### src/rtl/mips_muldiv_pkg.sv
// Shared encodings for the HI/LO multiply/divide unit.
// Op codes follow the funct-derived 2-bit selector used by the execute stage.
package mips_muldiv_pkg;

    typedef enum logic [1:0] {
        MD_MULTU = 2'd0,
        MD_MULT  = 2'd1,
        MD_DIVU  = 2'd2,
        MD_DIV   = 2'd3
    } md_op_t;

    typedef enum logic [1:0] {
        MD_IDLE = 2'd0,
        MD_RUN  = 2'd1,
        MD_FIX  = 2'd2
    } md_state_t;

    // Wide enough for any supported DATA_WIDTH; consumers slice the low bits.
    localparam int MD_MAX_WIDTH = 64;
    localparam logic [MD_MAX_WIDTH-1:0] MD_QUOT_ALL_ONES = '1;

    function automatic logic op_is_div(input md_op_t o);
        return (o == MD_DIVU) || (o == MD_DIV);
    endfunction

    function automatic logic op_is_signed(input md_op_t o);
        return (o == MD_MULT) || (o == MD_DIV);
    endfunction

endpackage

### src/rtl/mips_muldiv_unit_sign_fix.sv
// Sign handling around the unsigned iterative core: operand magnitudes on the way in,
// result negation on the way out (one negator for HI, one for LO; HI borrows LO's carry for products).
module muldiv_sign_fix
    import mips_muldiv_pkg::*;
#(
    parameter int DATA_WIDTH = 32
) (
    input  logic                  is_signed,
    input  logic [DATA_WIDTH-1:0] a,
    input  logic [DATA_WIDTH-1:0] b,
    output logic [DATA_WIDTH-1:0] abs_a,
    output logic [DATA_WIDTH-1:0] abs_b,
    output logic                  a_neg,
    output logic                  b_neg,
    input  logic                  is_mul,
    input  logic                  neg_hi,
    input  logic                  neg_lo,
    input  logic [DATA_WIDTH-1:0] raw_hi,
    input  logic [DATA_WIDTH-1:0] raw_lo,
    output logic [DATA_WIDTH-1:0] fix_hi,
    output logic [DATA_WIDTH-1:0] fix_lo
);

    localparam logic [DATA_WIDTH-1:0] ONE = DATA_WIDTH'(1);

    logic                  hi_cin;
    logic [DATA_WIDTH-1:0] hi_negated;
    logic [DATA_WIDTH-1:0] lo_negated;

    assign a_neg = is_signed & a[DATA_WIDTH-1];
    assign b_neg = is_signed & b[DATA_WIDTH-1];
    assign abs_a = a_neg ? (~a + ONE) : a;
    assign abs_b = b_neg ? (~b + ONE) : b;

    // A product is negated as one 2N-bit value; a remainder is negated on its own.
    assign hi_cin     = is_mul ? (raw_lo == '0) : 1'b1;
    assign hi_negated = ~raw_hi + {{(DATA_WIDTH-1){1'b0}}, hi_cin};
    assign lo_negated = ~raw_lo + ONE;

    assign fix_hi = neg_hi ? hi_negated : raw_hi;
    assign fix_lo = neg_lo ? lo_negated : raw_lo;

endmodule

### src/rtl/mips_muldiv_unit.sv
// Iterative HI/LO multiply/divide: shift-add multiply and restoring divide, one bit per clock.
// Result lands DATA_WIDTH+2 cycles after start; starts while busy are dropped, not queued.
module mips_muldiv_unit
    import mips_muldiv_pkg::*;
#(
    parameter  int DATA_WIDTH  = 32,
    localparam int COUNT_WIDTH = $clog2(DATA_WIDTH) + 1
) (
    input  logic                  clock,
    input  logic                  reset,
    input  logic                  start,
    input  logic [1:0]            op,
    input  logic [DATA_WIDTH-1:0] a,
    input  logic [DATA_WIDTH-1:0] b,
    input  logic                  hiWrite,
    input  logic                  loWrite,
    output logic                  busy,
    output logic                  done,
    output logic                  divByZero,
    output logic [DATA_WIDTH-1:0] hi,
    output logic [DATA_WIDTH-1:0] lo
);

    md_state_t              state_q, state_d;
    md_op_t                 op_in, op_q;
    logic                   in_div;
    logic [COUNT_WIDTH-1:0] count_q;
    logic                   last_iter;
    logic [DATA_WIDTH-1:0]  acc_hi_q, acc_lo_q, operand_q;
    logic                   neg_hi_q, neg_lo_q, zero_div_q;
    logic [DATA_WIDTH-1:0]  hi_q, lo_q;
    logic                   done_q, dbz_q;

    logic [DATA_WIDTH-1:0]  abs_a, abs_b, fix_hi, fix_lo;
    logic                   a_neg, b_neg;

    logic [DATA_WIDTH:0]    mul_sum;
    logic [DATA_WIDTH:0]    div_shift;
    logic [DATA_WIDTH-1:0]  div_trial;
    logic                   div_fits;

    assign op_in     = md_op_t'(op);
    assign in_div    = op_is_div(op_in);
    assign last_iter = (count_q == COUNT_WIDTH'(DATA_WIDTH - 1));

    muldiv_sign_fix #(.DATA_WIDTH(DATA_WIDTH)) u_sign_fix (
        .is_signed (op_is_signed(op_in)),
        .a         (a),
        .b         (b),
        .abs_a     (abs_a),
        .abs_b     (abs_b),
        .a_neg     (a_neg),
        .b_neg     (b_neg),
        .is_mul    (!op_is_div(op_q)),
        .neg_hi    (neg_hi_q),
        .neg_lo    (neg_lo_q),
        .raw_hi    (acc_hi_q),
        .raw_lo    (acc_lo_q),
        .fix_hi    (fix_hi),
        .fix_lo    (fix_lo)
    );

    // acc_hi: partial product high half / partial remainder.
    // acc_lo: multiplier shifting out / dividend shifting out while quotient shifts in.
    always_comb begin
        mul_sum   = {1'b0, acc_hi_q} + (acc_lo_q[0] ? {1'b0, operand_q} : '0);
        div_shift = {acc_hi_q, acc_lo_q[DATA_WIDTH-1]};
        div_fits  = (div_shift >= {1'b0, operand_q});
        div_trial = div_shift[DATA_WIDTH-1:0] - operand_q;
    end

    always_ff @(posedge clock) begin
        if (reset) state_q <= MD_IDLE;
        else       state_q <= state_d;
    end

    always_comb begin
        state_d = state_q;
        case (state_q)
            MD_IDLE: if (start) state_d = MD_RUN;
            MD_RUN:  if (last_iter) state_d = MD_FIX;
            MD_FIX:  state_d = MD_IDLE;
            default: state_d = MD_IDLE;
        endcase
    end

    always_ff @(posedge clock) begin
        if (reset) begin
            op_q       <= MD_MULTU;
            count_q    <= '0;
            acc_hi_q   <= '0;
            acc_lo_q   <= '0;
            operand_q  <= '0;
            neg_hi_q   <= 1'b0;
            neg_lo_q   <= 1'b0;
            zero_div_q <= 1'b0;
            hi_q       <= '0;
            lo_q       <= '0;
            done_q     <= 1'b0;
            dbz_q      <= 1'b0;
        end else begin
            done_q <= 1'b0;
            case (state_q)
                MD_IDLE: begin
                    if (hiWrite) hi_q <= a;
                    if (loWrite) lo_q <= a;
                    if (start) begin
                        op_q       <= op_in;
                        count_q    <= '0;
                        acc_hi_q   <= '0;
                        acc_lo_q   <= in_div ? abs_a : abs_b;
                        operand_q  <= in_div ? abs_b : abs_a;
                        neg_lo_q   <= a_neg ^ b_neg;
                        // Remainder follows the dividend; product follows the combined sign.
                        neg_hi_q   <= in_div ? a_neg : (a_neg ^ b_neg);
                        zero_div_q <= in_div && (b == '0);
                        dbz_q      <= 1'b0;
                    end
                end
                MD_RUN: begin
                    count_q <= last_iter ? '0 : count_q + COUNT_WIDTH'(1);
                    if (op_is_div(op_q)) begin
                        acc_hi_q <= div_fits ? div_trial : div_shift[DATA_WIDTH-1:0];
                        acc_lo_q <= {acc_lo_q[DATA_WIDTH-2:0], div_fits};
                    end else begin
                        acc_hi_q <= mul_sum[DATA_WIDTH:1];
                        acc_lo_q <= {mul_sum[0], acc_lo_q[DATA_WIDTH-1:1]};
                    end
                end
                MD_FIX: begin
                    // Divide-by-zero: the core already leaves |a| as remainder, so
                    // sign fix restores a; only the quotient needs forcing.
                    hi_q   <= fix_hi;
                    lo_q   <= zero_div_q ? MD_QUOT_ALL_ONES[DATA_WIDTH-1:0] : fix_lo;
                    done_q <= 1'b1;
                    dbz_q  <= zero_div_q;
                end
                default: ;
            endcase
        end
    end

    assign busy      = (state_q != MD_IDLE);
    assign done      = done_q;
    assign divByZero = dbz_q;
    assign hi        = hi_q;
    assign lo        = lo_q;

endmodule

### config.mk
export PLATFORM = sky130hd
export DESIGN_NAME = mips_muldiv_unit
export DESIGN_NICKNAME = d
export VERILOG_FILES = /design/src/rtl/mips_muldiv_pkg.sv /design/src/rtl/mips_muldiv_unit_sign_fix.sv /design/src/rtl/mips_muldiv_unit.sv
export SDC_FILE = /design/constraint.sdc
export NUM_CORES = 1
export LEC_CHECK = 0
export CAP_MARGIN = 10
export CORE_ASPECT_RATIO = 1.2
export CORE_MARGIN = 5
export CORE_UTILIZATION = 35
export DETAILED_ROUTE_END_ITERATION = 8
export GPL_ROUTABILITY_DRIVEN = 0
export SLEW_MARGIN = 20
export SYNTH_ARGS = -nofsm -noshare
export SYNTH_HDL_FRONTEND = slang
export SYNTH_HIERARCHICAL = 1
export SYNTH_SLANG_ARGS = --single-unit
### constraint.sdc
create_clock -name clock -period 5.4 [get_ports clock]
set_clock_uncertainty 0.1 [all_clocks]
set_input_delay 1.08 -clock clock [delete_from_list [all_inputs] [get_ports clock]]
set_output_delay 1.08 -clock clock [all_outputs]
set_load 0.02 [all_outputs]
==> impl_metrics.json, run 1 <==
{
  "outcome": "finished, final reports clean",
  "htree_levels": 4,
  "fmax_mhz": 196.3,
  "syn_inst": 1940,
  "grt_antenna_before_repair": 0,
  "drc": 0,
  "grt_overflow_total": 0,
  "ys_top_cells_by_area": "dfxtp_1 24%, mux2i_1 7.9%, xnor2_1 7.1%",
  "cts_buffer_depth": 2,
  "totalPowerFinal_uw": 4063,
  "root_buffer": "clkbuf_16",
  "cts.sink_count": 174,
  "drt_first_pass_iters": 6,
  "avgRoutedWirePerCell_um": 19.69,
  "tightest_slew_ps": 1049,
  "die-area_um2": 45960,
  "drt_iter0_markers": 1075,
  "area_growth_pct": 16.58,
  "num_rows": 82,
  "dp_worst_setup_slack_ps": 512.9,
  "slowest_delay_ps": 540,
  "maxCapViolations": 0,
  "critPathArrivalTime_ps": 5360,
  "path_class": "flop to flop",
  "cpMostUsedCell": "ha_1",
  "p_leak_uw": 0.006605,
  "mostFrequentLayoutCell": "nor2_1",
  "whs_ps": 379.5,
  "powerDensity_nw_per_um2": 238.5,
  "ant_nets": 0,
  "path_clk_slew_ps": 70,
  "portBuffers": 137,
  "grt_pass1_vias": 14110,
  "slew_headroom": 0.2997,
  "critPathRequiredTime_ps": 5660,
  "ir_drop_mv": 0.2468,
  "synth_area_per_cell_um2": 7.533,
  "final_cell_mix": "239 x nor2_1, 172 x dfxtp_1, 169 x nand2_1",
  "yosysTopAreaCell": "dfxtp_1",
  "start_kind": "flop",
  "numCtsBuffers": 17,
  "yosysTopAreaCellShare": 0.2384,
  "grt_max_degree": 70,
  "syn-cell-area_um2": 14610,
  "cpLargestDelayFamily": "simple AND/OR/NAND/NOR gates",
  "start_util": 0.3517,
  "min_period_ps": 5095,
  "fin_ws_ps": 304.7,
  "io_pins": 138,
  "setup_violations": 0,
  "antenna_cells": 0,
  "dp_hpwl_um": 38840,
  "tns_ps": 0,
  "worst_path_max_delay_cell": "or3b_2",
  "period_share": 0.9436,
  "worstPathMaxFanout": 7,
  "die_x_um": 196.5,
  "viasPerCell": 5.745,
  "path_cells": "inv_1 -> ha_1 -> or3b_2 -> nor4_1 -> nand2_1 -> o31ai_1 -> ha_1 -> ha_1 -> or3b_2 -> nor3_1 -> nand3_1 -> o41ai_1 -> xnor2_1 -> nand2_1 -> a311oi_1",
  "ys.flop_type": "dfxtp_1",
  "syn_nets": 2084,
  "synth-seq-area-share": 0.2384,
  "cts_tree": "yes",
  "ctsHoldBuffers": 0,
  "ys_warn_count": 6,
  "clk_latency_ps": 460,
  "die_y_um": 233.8,
  "fp.coreArea_um2": 41550,
  "crit_buf_inv": 1,
  "vias": 14690,
  "slew_violations": 0,
  "drive_gt1_frac": 0.04177,
  "crit_path_end_kind": "flop",
  "drt_wl_total_um": 50340,
  "hold_class": "flop to flop",
  "yosysUniqueCellTypes": 69,
  "r2r_setup_slack_ps": 300,
  "grt_pass1_wl_um": 78070,
  "layout.nets": 2142,
  "synth-edff-count": 0,
  "cts_setup_buffers": 0,
  "hold_violations": 0,
  "async_reset_ff_frac": 0,
  "synth-seq-cells": 174,
  "rsz0062_at_grt": "false",
  "grtUsageTotal": 0.2114,
  "cts-resized-gates": 0
}
[kinds of logic after synthesis]
group	share of synthesized area
flops	0.2384
fa+ha+maj	0.06353
mux	0.07945
buf+inv	0.04931
compound gates	0.2446
xor+xnor	0.1049
simple gates	0.2199
[final cells by class]
class	instances	area, um^2
timing repair buffer	160	1539
sequential	174	3486
tap	546	683.2
clock buffer	24	481.7
fill	4260	24520
clock inverter	8	155.1
inverter	63	236.5
multi-input combinational	1582	10460
[metal layers]
layer / share of wire / track usage / up-vias
li1: - / - / 7151
met1: 0.42 / 0.2642 / 6954
met2: 0.49 / 0.3663 / 477
met3: 0.050 / 0.02400 / 109
met4: 0.039 / 0.09515 / 0
met5: 0 / 0 / -
[final timing paths]
check	cells past startpoint	startpoint	endpoint
worst max-delay path	15	acc_lo_q[1]	hi[26]
worst min-delay path	2	divByZero	divByZero
worst max register to register	15	acc_lo_q[1]	hi[26]
worst min register to register	2	divByZero	divByZero
[sequential cells by signal, summed over array words and instances (netlist names), 2 cells and up]
| signal | count |
|---|---|
| state_q | 2 |
| acc_lo_q | 32 |
| operand_q | 32 |
| lo | 32 |
| hi | 32 |
| acc_hi_q | 32 |
| count_q | 6 |
[report_power, final]
part	internal, uW	switching [uW]	leakage [uW]
logic	493	692	0.00486
clock network	815	560	0.000309
registers	1380	127	0.00143
[through the flow]
step                utilization  area (um^2)  instances
finish                   0.4100        17040       2557
global route             0.4100        17040       2557
CTS                      0.4100        17040       2557
detailed placement       0.3946        16400       2525
global placement         0.3946        16400       2525
floorplan                     -        14610       1940
[tightest hold or removal path: cells and delay by family (launching register included)]
kind             cells  cell delay [ps]
flip-flops           1              310
AND/OR/NAND/NOR      1               60
AO/OA/AOI/OAI        1               60
[Yosys cell counts, types with 5 or more instances]
library cell,count
nor2_1,240
dfxtp_1,174
nand2_1,170
a21oi_1,126
xnor2_1,119
mux2i_1,116
a211oi_1,103
clkbuf_1,93
nor3_1,87
o21ai_0,87
ha_1,71
inv_1,62
xor2_1,56
and2_1,41
a21o_1,38
a311oi_1,34
o31ai_1,29
nand3_1,25
nor4_1,25
buf_1,22
nand2b_1,18
or3_1,17
a31oi_1,16
o211ai_1,13
o21bai_1,13
o41ai_1,12
a22oi_1,10
and3_1,10
or4_1,10
nor2b_1,8
o221ai_1,7
a221oi_1,5
a22o_1,5
o21ai_1,5
or2_2,5
(Power assumes the default switching activity.)
==> inputs of run 2 (changes only) <==
CAP_MARGIN = default   (was 10)
REMOVE_ABC_BUFFERS = 1   (was default)
==> run 2 against run 1 <==
Against the previous run: critical path depth stayed put; clock power fell by 9%; maximum frequency is 0.18% lower; total power is 3.4% lower; count of clock-buffer cells in the layout is 6 lower; design area decreased by 0.52%; sequential power barely moved; combinational power hardly changed; hold slack got worse by 4.0 ps; setup slack got worse by 9.3 ps; first-iteration DRC count up 4.8%.
==> impl_metrics.json, run 2 (synthesized netlist as in run 1, its figures left out) <==
{
  "clk_latency_ps": 470,
  "pwr-share-clk": 0.318,
  "ctsHoldBuffers": 0,
  "path_cells": "inv_1 -> ha_1 -> or3b_2 -> nor4_1 -> nand2_1 -> o31ai_1 -> ha_1 -> ha_1 -> or3b_2 -> nor3_1 -> nand3_1 -> o41ai_1 -> xnor2_1 -> nand2_1 -> a311oi_1",
  "grt_antenna_before_repair": 0,
  "swShare": 0.3605,
  "root_buffer": "clkbuf_16",
  "cts_tree": "yes",
  "cts-resized-gates": 0,
  "start_util": 0.3517,
  "die_y_um": 233.8,
  "start_kind": "flop",
  "ir_drop_mv": 0.2588,
  "slew_headroom": 0.2977,
  "p_comb_frac": 0.300,
  "critPathRequiredTime_ps": 5680,
  "internal_power_uw": 2511,
  "grt_pass1_wl_um": 78450,
  "hold_violations": 0,
  "grtUsageTotal": 0.2111,
  "crit_buf_inv": 1,
  "grt_pass1_vias": 14260,
  "num_rows": 82,
  "slew_violations": 0,
  "place_inst": 2523,
  "fin_ws_ps": 295.4,
  "io_pins": 138,
  "fillers": 4273,
  "period_share": 0.9453,
  "switchingPower_uw": 1416,
  "powerDensity_nw_per_um2": 231.7,
  "r2r_setup_slack_ps": 300,
  "drive_gt1_frac": 0.04231,
  "cpMostUsedCell": "ha_1",
  "min_period_ps": 5105,
  "fmax_mhz": 195.9,
  "final_area_um2": 16950,
  "p_leak_uw": 0.006558,
  "antenna_cells": 0,
  "rsz0062_at_grt": "false",
  "mostFrequentLayoutCell": "nor2_1",
  "seqPwrFrac": 0.382,
  "tns_ps": 0,
  "cpLargestDelayFamily": "simple AND/OR/NAND/NOR gates",
  "tightest_slew_ps": 1052,
  "drt_first_pass_iters": 5,
  "outcome": "finished, final reports clean",
  "htree_levels": 4,
  "layout.nets": 2140,
  "fp.coreArea_um2": 41550,
  "numCtsBuffers": 17,
  "cts.sink_count": 174,
  "drc": 0,
  "area_growth_pct": 15.97,
  "drt_wl_total_um": 50060,
  "critPathArrivalTime_ps": 5380,
  "grt_max_degree": 74,
  "path_class": "flop to flop",
  "ant_nets": 0,
  "placed_area_um2": 16380,
  "portBuffers": 137,
  "crit_path_end_kind": "flop",
  "final_cell_mix": "239 x nor2_1, 172 x dfxtp_1, 169 x nand2_1",
  "setup_violations": 0,
  "cts_buffer_depth": 2,
  "dp_worst_setup_slack_ps": 410.8,
  "slowest_delay_ps": 540,
  "worstPathMaxFanout": 7,
  "fin_cells": 2555,
  "vias": 14680,
  "viasPerCell": 5.744,
  "avgRoutedWirePerCell_um": 19.59,
  "dp_hpwl_um": 38070,
  "path_clk_slew_ps": 70,
  "grt_overflow_total": 0,
  "die-area_um2": 45960,
  "maxCapViolations": 0,
  "drt_iter0_markers": 1127,
  "worst_path_max_delay_cell": "or3b_2",
  "die_x_um": 196.5,
  "hold_class": "flop to flop",
  "cts_setup_buffers": 0
}
## run 2: final cells by class
cell class / instances / area (um^2) / area share
clock buffer: 18 / 429.2 / 0.02532
clock inverter: 14 / 133.9 / 0.007900
inverter: 63 / 236.5 / 0.01395
multi-input combinational: 1582 / 10460 / 0.6169
sequential: 174 / 3486 / 0.2057
tap: 546 / 683.2 / 0.04031
timing repair buffer: 158 / 1524 / 0.08992
## run 2: path summary, 6_finish.rpt
path	start	end	cells past startpoint
worst max-delay path	acc_lo_q[1]	hi[26]	15
worst min register to register	divByZero	divByZero	2
worst max register to register	acc_lo_q[1]	hi[26]	15
worst min-delay path	divByZero	divByZero	2
## run 2: stage by stage
stage | util | total power, uW | hold WS (ps)
after detailed placement | 0.3943 | 2689 | 371.5
final | 0.4079 | 3927 | 375.5
after CTS | 0.4078 | 3937 | 386.6
after global routing | 0.4079 | 4108 | 400.5
after global placement | 0.3943 | 2678 | 361.9
after floorplan | - | 2249 | 346.9
## run 2: routing by layer
layer / part of all wire / vias to the layer above / GRT usage
met1: 0.44 / 6983 / 0.2664
met4: 0.040 / 0 / 0.09625
met3: 0.038 / 108 / 0.02414
li1: - / 7151 / -
met2: 0.48 / 433 / 0.3618
met5: 0 / - / 0
## run 2: worst reg2reg max path: stages (launching register included)
cell	delay, ps
dfxtp_1	370
inv_1	90
ha_1	160
or3b_2	540
nor4_1	470
nand2_1	300
o31ai_1	480
ha_1	280
ha_1	180
or3b_2	520
nor3_1	380
nand3_1	270
o41ai_1	370
xnor2_1	170
nand2_1	70
a311oi_1	270
## run 2: power groups by stage
stage | Clock (uW) | Sequential, uW | Combinational (uW)
final | 1250 | 1500 | 1180
after global routing | 1310 | 1510 | 1280
after CTS | 1270 | 1500 | 1170
after detailed placement | 0 | 1530 | 1160
after global placement | 0 | 1520 | 1150
after floorplan | 0 | 1530 | 718
==> inputs of run 3 (changes only) <==
GPL_ROUTABILITY_DRIVEN = default   (was 0)
==> run 3 against run 2 <==
Against the previous run: critical path depth unchanged; count of clock-buffer cells in the layout shrank 1; wire length rose by 1.1%; design area is essentially flat; total power increased by 0.12%; critical path type unchanged; combinational power about the same; sequential cell count unchanged; first-iteration DRC count shrank 21%; register-to-register slack worse by 80 ps.
==> impl_metrics.json, run 3 (synthesized netlist as in run 1, its figures left out) <==
{
  "grtUsageTotal": 0.2137,
  "final_cell_mix": "239 x nor2_1, 172 x dfxtp_1, 169 x nand2_1",
  "powerDensity_nw_per_um2": 231.8,
  "tightest_slew_ps": 1072,
  "reg2reg_depth": 15,
  "p_comb_frac": 0.301,
  "layout.nets": 2142,
  "drc": 0,
  "grt_pass1_wl_um": 79100,
  "cts_tree": "yes",
  "gp_congestion": 0.9150,
  "start_kind": "flop",
  "path_cells": "inv_1 -> ha_1 -> or3b_2 -> nor4_1 -> nand2_1 -> o31ai_1 -> ha_1 -> ha_1 -> or3b_2 -> nor3_1 -> nand3_1 -> o41ai_1 -> xnor2_1 -> nand2_1 -> a311oi_1",
  "die_y_um": 233.8,
  "seqPwrFrac": 0.382,
  "io_pins": 138,
  "holdPathStages": 2,
  "clk_latency_ps": 470,
  "htree_levels": 4,
  "path_clk_slew_ps": 70,
  "die-area_um2": 45960,
  "slew_headroom": 0.2844,
  "critPathArrivalTime_ps": 5460,
  "antenna_cells": 0,
  "rsz0062_at_grt": "false",
  "maxCapViolations": 0,
  "path_class": "flop to flop",
  "swShare": 0.3618,
  "drt_first_pass_iters": 5,
  "placed_area_um2": 16400,
  "dp_hpwl_um": 38800,
  "final_area_um2": 16960,
  "avgRoutedWirePerCell_um": 19.80,
  "mostFrequentLayoutCell": "nor2_1",
  "hold_class": "flop to flop",
  "area_growth_pct": 16.04,
  "grt_pass1_vias": 14330,
  "start_util": 0.3517,
  "vias": 14560,
  "ir_drop_mv": 0.2403,
  "fp.coreArea_um2": 41550,
  "p_leak_uw": 0.006567,
  "num_rows": 82,
  "slew_violations": 0,
  "numCtsBuffers": 17,
  "portBuffers": 137,
  "switchingPower_uw": 1422,
  "pwr-share-clk": 0.317,
  "slowest_delay_ps": 540,
  "drive_gt1_frac": 0.04376,
  "crit_buf_inv": 1,
  "hold_violations": 0,
  "crit_path_end_kind": "flop",
  "grt_antenna_before_repair": 0,
  "root_buffer": "clkbuf_16",
  "cpMostUsedCell": "ha_1",
  "grt_overflow_total": 0,
  "drt_wl_total_um": 50620,
  "internal_power_uw": 2509,
  "tns_ps": 0,
  "cts_buffer_depth": 2,
  "outcome": "finished, final reports clean",
  "setup_violations": 0,
  "cts.sink_count": 174,
  "r2r_setup_slack_ps": 210,
  "ant_nets": 0,
  "cts_setup_buffers": 0,
  "min_period_ps": 5187,
  "grt_max_degree": 74,
  "worstPathMaxFanout": 7,
  "fmax_mhz": 192.8,
  "cpLargestDelayFamily": "simple AND/OR/NAND/NOR gates",
  "drt_iter0_markers": 890,
  "cts-resized-gates": 0,
  "viasPerCell": 5.693,
  "worst_path_max_delay_cell": "or3b_2",
  "cp.depth": 15,
  "critPathRequiredTime_ps": 5670,
  "die_x_um": 196.5,
  "period_share": 0.9605,
  "ctsHoldBuffers": 0
}
## run 3: layout make-up
type	instances	area, um^2
Clock buffer	17	425.4
Timing Repair Buffer	160	1539
Sequential cell	174	3486
Multi-Input combinational cell	1582	10460
Clock inverter	15	133.9
Inverter	63	236.5
Fill cell	4364	24590
Tap cell	546	683.2
## run 3: power by group through the flow
stage | sequential (uW) | clock [uW] | combinational [uW]
global placement | 1530 | 0 | 1160
global route | 1510 | 1310 | 1290
CTS | 1500 | 1270 | 1180
finish | 1500 | 1250 | 1180
detailed placement | 1530 | 0 | 1170
floorplan | 1530 | 0 | 718
## run 3: worst reg2reg max path, cell delays in order (launching register included)
cell	delay [ps]
dfxtp_1	370
inv_1	100
ha_1	160
or3b_2	540
nor4_1	490
nand2_1	330
o31ai_1	500
ha_1	280
ha_1	160
or3b_2	520
nor3_1	380
nand3_1	250
o41ai_1	400
xnor2_1	170
nand2_1	60
a311oi_1	270
## run 3: path summary, 6_finish.rpt
check              start   endpoint
min            divByZero  divByZero
max          acc_lo_q[1]     hi[26]
max reg2reg  acc_lo_q[1]     hi[26]
min reg2reg    divByZero  divByZero
## run 3: stage by stage
| step | hold slack (ps) | setup slack, ps | std cells | utilization | total power [uW] |
|---|---|---|---|---|---|
| after floorplan | 346.9 | 571.8 | 1819 | - | 2249 |
| after global placement | 370.6 | 579.7 | 2525 | 0.3946 | 2686 |
| after detailed placement | 371.0 | 427.5 | 2525 | 0.3946 | 2695 |
| after CTS | 392.5 | 384.4 | 2557 | 0.4081 | 3940 |
| after global routing | 417.2 | 106.7 | 2557 | 0.4081 | 4119 |
| final | 382.7 | 213.2 | 2557 | 0.4081 | 3931 |
## run 3: layer usage
layer  up-vias  global-route usage  share of wire
met5         -                   0              0
li1       7149                   -              -
met2       406              0.3751           0.49
met1      6904              0.2658           0.44
met4         0             0.09166          0.038
met3        98             0.02299          0.038
==> RTL change 1: new RTL, config.mk and constraints of run 2 <==
Re-encode `md_state_t` (3 states) as one-hot, 3 bits wide.
--- a/src/rtl/mips_muldiv_pkg.sv
+++ b/src/rtl/mips_muldiv_pkg.sv
@@ -9,10 +9,10 @@
         MD_DIV   = 2'd3
     } md_op_t;
 
-    typedef enum logic [1:0] {
-        MD_IDLE = 2'd0,
-        MD_RUN  = 2'd1,
-        MD_FIX  = 2'd2
+    typedef enum logic [2:0] {
+        MD_IDLE = 3'b001,
+        MD_RUN  = 3'b010,
+        MD_FIX  = 3'b100
     } md_state_t;
 
     // Wide enough for any supported DATA_WIDTH; consumers slice the low bits.
Check against the original RTL: no difference found for any inputs over 4 cycles, from zero or initial values and one cycle with reset high; so few cycles prove little.
==> RTL change 1 against run 2 <==
  * Setup slack improved by 0.018 ns
  * Synthesized area rose by 1.8%
  * Wire length rose by 5.5%
  * Synthesized cell count rose by 3.0%
  * Final area rose by 1.3%
  * Total power fell by 0.83%
  * Sequential cell count rose by 1
  * Critical endpoint is now hi[31]
  * Largest power group unchanged
==> RTL change 1: results (changes against run 2) <==
status completed; Multi-Input Combinational 1634 (+3.3%); Syn-to-layout area delta 15.4%; #FFs+latches synth 175 (+0.57%); Slew headroom 0.260 (-0.0382); via count 15.2k (+3.8%); Critical Path Max Stage Delay 0.61 ns (+0.07 ns); worst-case reg-to-reg path depth 14 (-1); register area share after synthesis 0.235 (-0.00288); # clk buffers 21 (+3); Plain + repair buffers 161 (+1.9%); share of cells above drive strength 1 0.0485 (+0.00621); cell area after placement 16600 um2 (+1.4%); CP arrival 5.36 ns (-0.02 ns); gr usage total 0.217 (+0.00544); NumNets Final 2194 (+2.5%); Non-clock buffer share 0.0908 (+0.000914); worst setup path endpoint hi[31]; inverters 61 (-3.2%); hpwl dp 40100 um (+5.4%); clock-cell share of area 0.0320 (-0.00122); first-pass GRT wire length 81300 um (+3.6%); Seq/total area 0.204 (-0.00149); hold worst-path end count_q[1]; Pint 2.52 mW (+0.30%); largest net degree at the start of global routing 76 (+2.7%); Multi-input gate area 10600 um2 (+1.7%); Synth top cells by count 260 x nor2_1, 182 x nand2_1, 175 x dfxtp_1; P_leak 6.69 nW (+2.1%); Reg2Reg Setup Slack 0.31 ns (+0.02 ns); fillers 4264 (-0.21%); initial DRC count 1040 (-7.7%)
-- RTL change 1: cell types whose count changed after synthesis, sizes merged, moves of 10 or more --
cell    change
a211oi     -35
a21o       -17
a21oi      +22
a221o      +12
clkbuf     +10
mux2i      -15
nand2      +11
nand3      +11
nor2       +20
o21ai      +13
o22ai      +20
-- RTL change 1: per-stage QoR --
stage | utilization | hold WS [ns] | worst slack, ns | power (mW) | std cells
after floorplan | - | 0.347 | 1.01 | 2.23 | 1870
after detailed placement | 0.396 | 0.375 | 0.507 | 2.69 | 2577
after CTS | 0.409 | 0.386 | 0.469 | 3.90 | 2607
after global routing | 0.409 | 0.409 | 0.0466 | 4.07 | 2607
final | 0.409 | 0.387 | 0.313 | 3.89 | 2607
after global placement | 0.396 | 0.363 | 0.600 | 2.68 | 2577
-- RTL change 1: routing by layer --
layer | up-vias | wire, um | GRT usage
li1 | 7347 | - | -
met1 | 7176 | 22100 | 0.275
met3 | 113 | 2790 | 0.0200
met5 | - | 0 | 0
met4 | 0 | 2370 | 0.107
met2 | 596 | 25500 | 0.366
-- RTL change 1: logic make-up (layout without fill, tap and decap cells) --
group,count (synthesis),in the layout,share of synthesized area
simple gates,745,745,0.235
compound gates,542,542,0.245
buf+inv,189,252,0.0516
flops,175,175,0.235
xor+xnor,173,173,0.102
mux,101,101,0.0680
fa+ha+maj,73,73,0.0624
-- RTL change 1: power by group through the flow --
stage / Combinational [mW] / Clock (mW) / Sequential [mW]
6_report: 1.18 / 1.21 / 1.51
5_1_grt: 1.27 / 1.28 / 1.52
4_1_cts: 1.17 / 1.23 / 1.50
3_5_place_dp: 1.16 / 0 / 1.53
3_3_place_gp: 1.15 / 0 / 1.53
2_1_floorplan: 0.684 / 0 / 1.54
==> RTL change 2: new RTL, config.mk and constraints of run 2 <==
Without the edit above. Add an input register stage for `start`, `op`, `a`, `b`, `hiWrite` and `loWrite`, cleared by the reset; this delays them by one clock. Comments in the files are not updated.
--- a/src/rtl/mips_muldiv_unit.sv
+++ b/src/rtl/mips_muldiv_unit.sv
@@ -21,6 +21,31 @@
     output logic [DATA_WIDTH-1:0] lo
 );
 
+    logic start_q;
+    logic [1:0] op_r;
+    logic [DATA_WIDTH-1:0] a_q;
+    logic [DATA_WIDTH-1:0] b_q;
+    logic hiWrite_q;
+    logic loWrite_q;
+
+    always_ff @(posedge clock) begin
+        if (reset) begin
+            start_q   <= '0;
+            op_r      <= '0;
+            a_q       <= '0;
+            b_q       <= '0;
+            hiWrite_q <= '0;
+            loWrite_q <= '0;
+        end else begin
+            start_q   <= start;
+            op_r      <= op;
+            a_q       <= a;
+            b_q       <= b;
+            hiWrite_q <= hiWrite;
+            loWrite_q <= loWrite;
+        end
+    end
+
     md_state_t              state_q, state_d;
     md_op_t                 op_in, op_q;
     logic                   in_div;
@@ -39,14 +64,14 @@
     logic [DATA_WIDTH-1:0]  div_trial;
     logic                   div_fits;
 
-    assign op_in     = md_op_t'(op);
+    assign op_in     = md_op_t'(op_r);
     assign in_div    = op_is_div(op_in);
     assign last_iter = (count_q == COUNT_WIDTH'(DATA_WIDTH - 1));
 
     muldiv_sign_fix #(.DATA_WIDTH(DATA_WIDTH)) u_sign_fix (
         .is_signed (op_is_signed(op_in)),
-        .a         (a),
-        .b         (b),
+        .a         (a_q),
+        .b         (b_q),
         .abs_a     (abs_a),
         .abs_b     (abs_b),
         .a_neg     (a_neg),
@@ -77,7 +102,7 @@
     always_comb begin
         state_d = state_q;
         case (state_q)
-            MD_IDLE: if (start) state_d = MD_RUN;
+            MD_IDLE: if (start_q) state_d = MD_RUN;
             MD_RUN:  if (last_iter) state_d = MD_FIX;
             MD_FIX:  state_d = MD_IDLE;
             default: state_d = MD_IDLE;
@@ -102,9 +127,9 @@
             done_q <= 1'b0;
             case (state_q)
                 MD_IDLE: begin
-                    if (hiWrite) hi_q <= a;
-                    if (loWrite) lo_q <= a;
-                    if (start) begin
+                    if (hiWrite_q) hi_q <= a_q;
+                    if (loWrite_q) lo_q <= a_q;
+                    if (start_q) begin
                         op_q       <= op_in;
                         count_q    <= '0;
                         acc_hi_q   <= '0;
@@ -113,7 +138,7 @@
                         neg_lo_q   <= a_neg ^ b_neg;
                         // Remainder follows the dividend; product follows the combined sign.
                         neg_hi_q   <= in_div ? a_neg : (a_neg ^ b_neg);
-                        zero_div_q <= in_div && (b == '0);
+                        zero_div_q <= in_div && (b_q == '0);
                         dbz_q      <= 1'b0;
                     end
                 end
Formal check against the unedited RTL: not equivalent (a bounded check fails within 4 cycles, from zero or initial values and one cycle with reset high).
==> RTL change 2 against run 2 <==
  * Synthesized area up 13%
  * Total power up 26%
  * Wire length is 4.4% higher
  * Final area up 14%
  * Non-clock buffer count fell by 4
  * Sequential cell count is 69 higher
  * Combinational power decreased by 14%
  * Highest routed layer unchanged
  * Setup slack better by 0.48 ns
  * Largest power group unchanged
==> RTL change 2: results (changes against run 2) <==
status completed; Pre-Repair DR Iteration Count 5 (unchanged); Synth Area in Adders 0.0560 (-0.00752); fin area 19300 um2 (+14%); vias per cell 5.52 (-3.9%); # resized after CTS 0 (unchanged); Clock Latency Late Sink 0.55 ns (+0.08 ns); share of cells above drive strength 1 0.0437 (+0.00137); Setup WS pre-CTS 0.880 ns (+0.470 ns); Synth area leaders dfxtp_1 29%, mux2i_1 6.5%, xnor2_1 6.2%; Critical Path Max Stage Delay 0.58 ns (+0.04 ns); worst-margin pin slew 1.09 ns (+0.0396 ns); Avg WL per Cell 18.5 um (-5.5%); cell area after placement 18400 um2 (+12%); gr usage total 0.190 (-0.0213); Syn Inst Count 2131 (+9.8%); Total Wirelength 52300 um (+4.4%); Synth Area in XOR/XNOR 0.0914 (-0.0135); hpwl dp 39700 um (+4.3%); NumNets Final 2323 (+8.6%); P_leak 7.16 nW (+9.2%); maximum VDD drop 0.212 mV (-18%); Worst-path clk slew 0.06 ns; clk root buf clkbuf_16; register area share after synthesis 0.293 (+0.0551); n_diodes 0 (unchanged); Longest Clk Path Bufs 3 (+1); post-synthesis mux area share 0.0661 (-0.0133); first-pass GRT wire length 82300 um (+4.9%); initial DRC count 978 (-13%); Synth top cells by count 263 x nor2_1, 243 x dfxtp_1, 188 x nand2_1; total CTS buffers 25 (+8); Cells after DPL 2775 (+10%); IO Port Bufs 137 (unchanged); fillers 4733 (+11%); Crit-path slowest cell or4_4; vias in the first global route 15.1k (+6.0%); Post-CTS Setup Inserts 0 (unchanged); number of synthesis warnings 6 (unchanged); initial antenna violation count 0 (unchanged); Synth Area in Compound Gates 0.218 (-0.0262); largest net degree at the start of global routing 93 (+26%); Max Fanout on Critical Path 6 (-1); H-tree levels 1 (-3); Unique masters post-synth 83 (+20%)
RTL change 2: cell types whose count changed in the layout (fill, tap and decap cells not counted), sizes merged, moves of 6 or more:
cell / run 2 / this run
o21ai: 92 / 107
o21bai: 13 / 7
dfxtp: 174 / 243
nand4: 4 / 12
o31ai: 29 / 36
clkbuf: 18 / 31
nor2b: 8 / 78
a21o: 38 / 19
nor4: 25 / 19
a21oi: 127 / 138
nor2: 240 / 263
nand2: 171 / 188
mux2i: 116 / 108
RTL change 2: area by class of cell:
type	instances	share of cell area
Clock buffer	31	0.0352
Clock inverter	15	0.0112
Inverter	70	0.0136
Sequential cell	243	0.253
Timing Repair Buffer	154	0.0779
Multi-Input combinational cell	1685	0.569
Tap cell	623	0.0405
RTL change 2: critical path: cells and delay by family, from the launching register on:
family,cells,cell delay (ns)
compound gates,3,1.08
xor+xnor,1,0.16
fa+ha+maj,2,0.48
flops,1,0.36
simple gates,6,2.34
RTL change 2: final timing paths:
check,startpoint,endpoint,slack (ns),cells after the start
min,divByZero,divByZero,0.38,2
max reg2reg,acc_lo_q[8],hi[28],0.77,12
max,acc_lo_q[8],hi[28],0.77,12
min reg2reg,divByZero,divByZero,0.38,2
RTL change 2: cell families after synthesis:
kind of cell / Yosys count
fa+ha+maj: 73
buf+inv: 203
flops: 243
xor+xnor: 173
mux: 109
simple gates: 787
compound gates: 543
RTL change 2: report_power, final:
group,total (mW),switching [mW],internal [mW]
Sequential,2.04,0.147,1.89
Combinational,1.01,0.578,0.431
Clock,1.91,0.777,1.13
Total,4.96,1.50,3.45
RTL change 2: routing by layer:
metal  vias to the layer above  track usage  share of wire
met2                       481        0.334           0.48
li1                       7710            -              -
met5                         -            0              0
met1                      7285        0.242           0.44
met4                         0       0.0699          0.036
met3                       101       0.0171          0.043
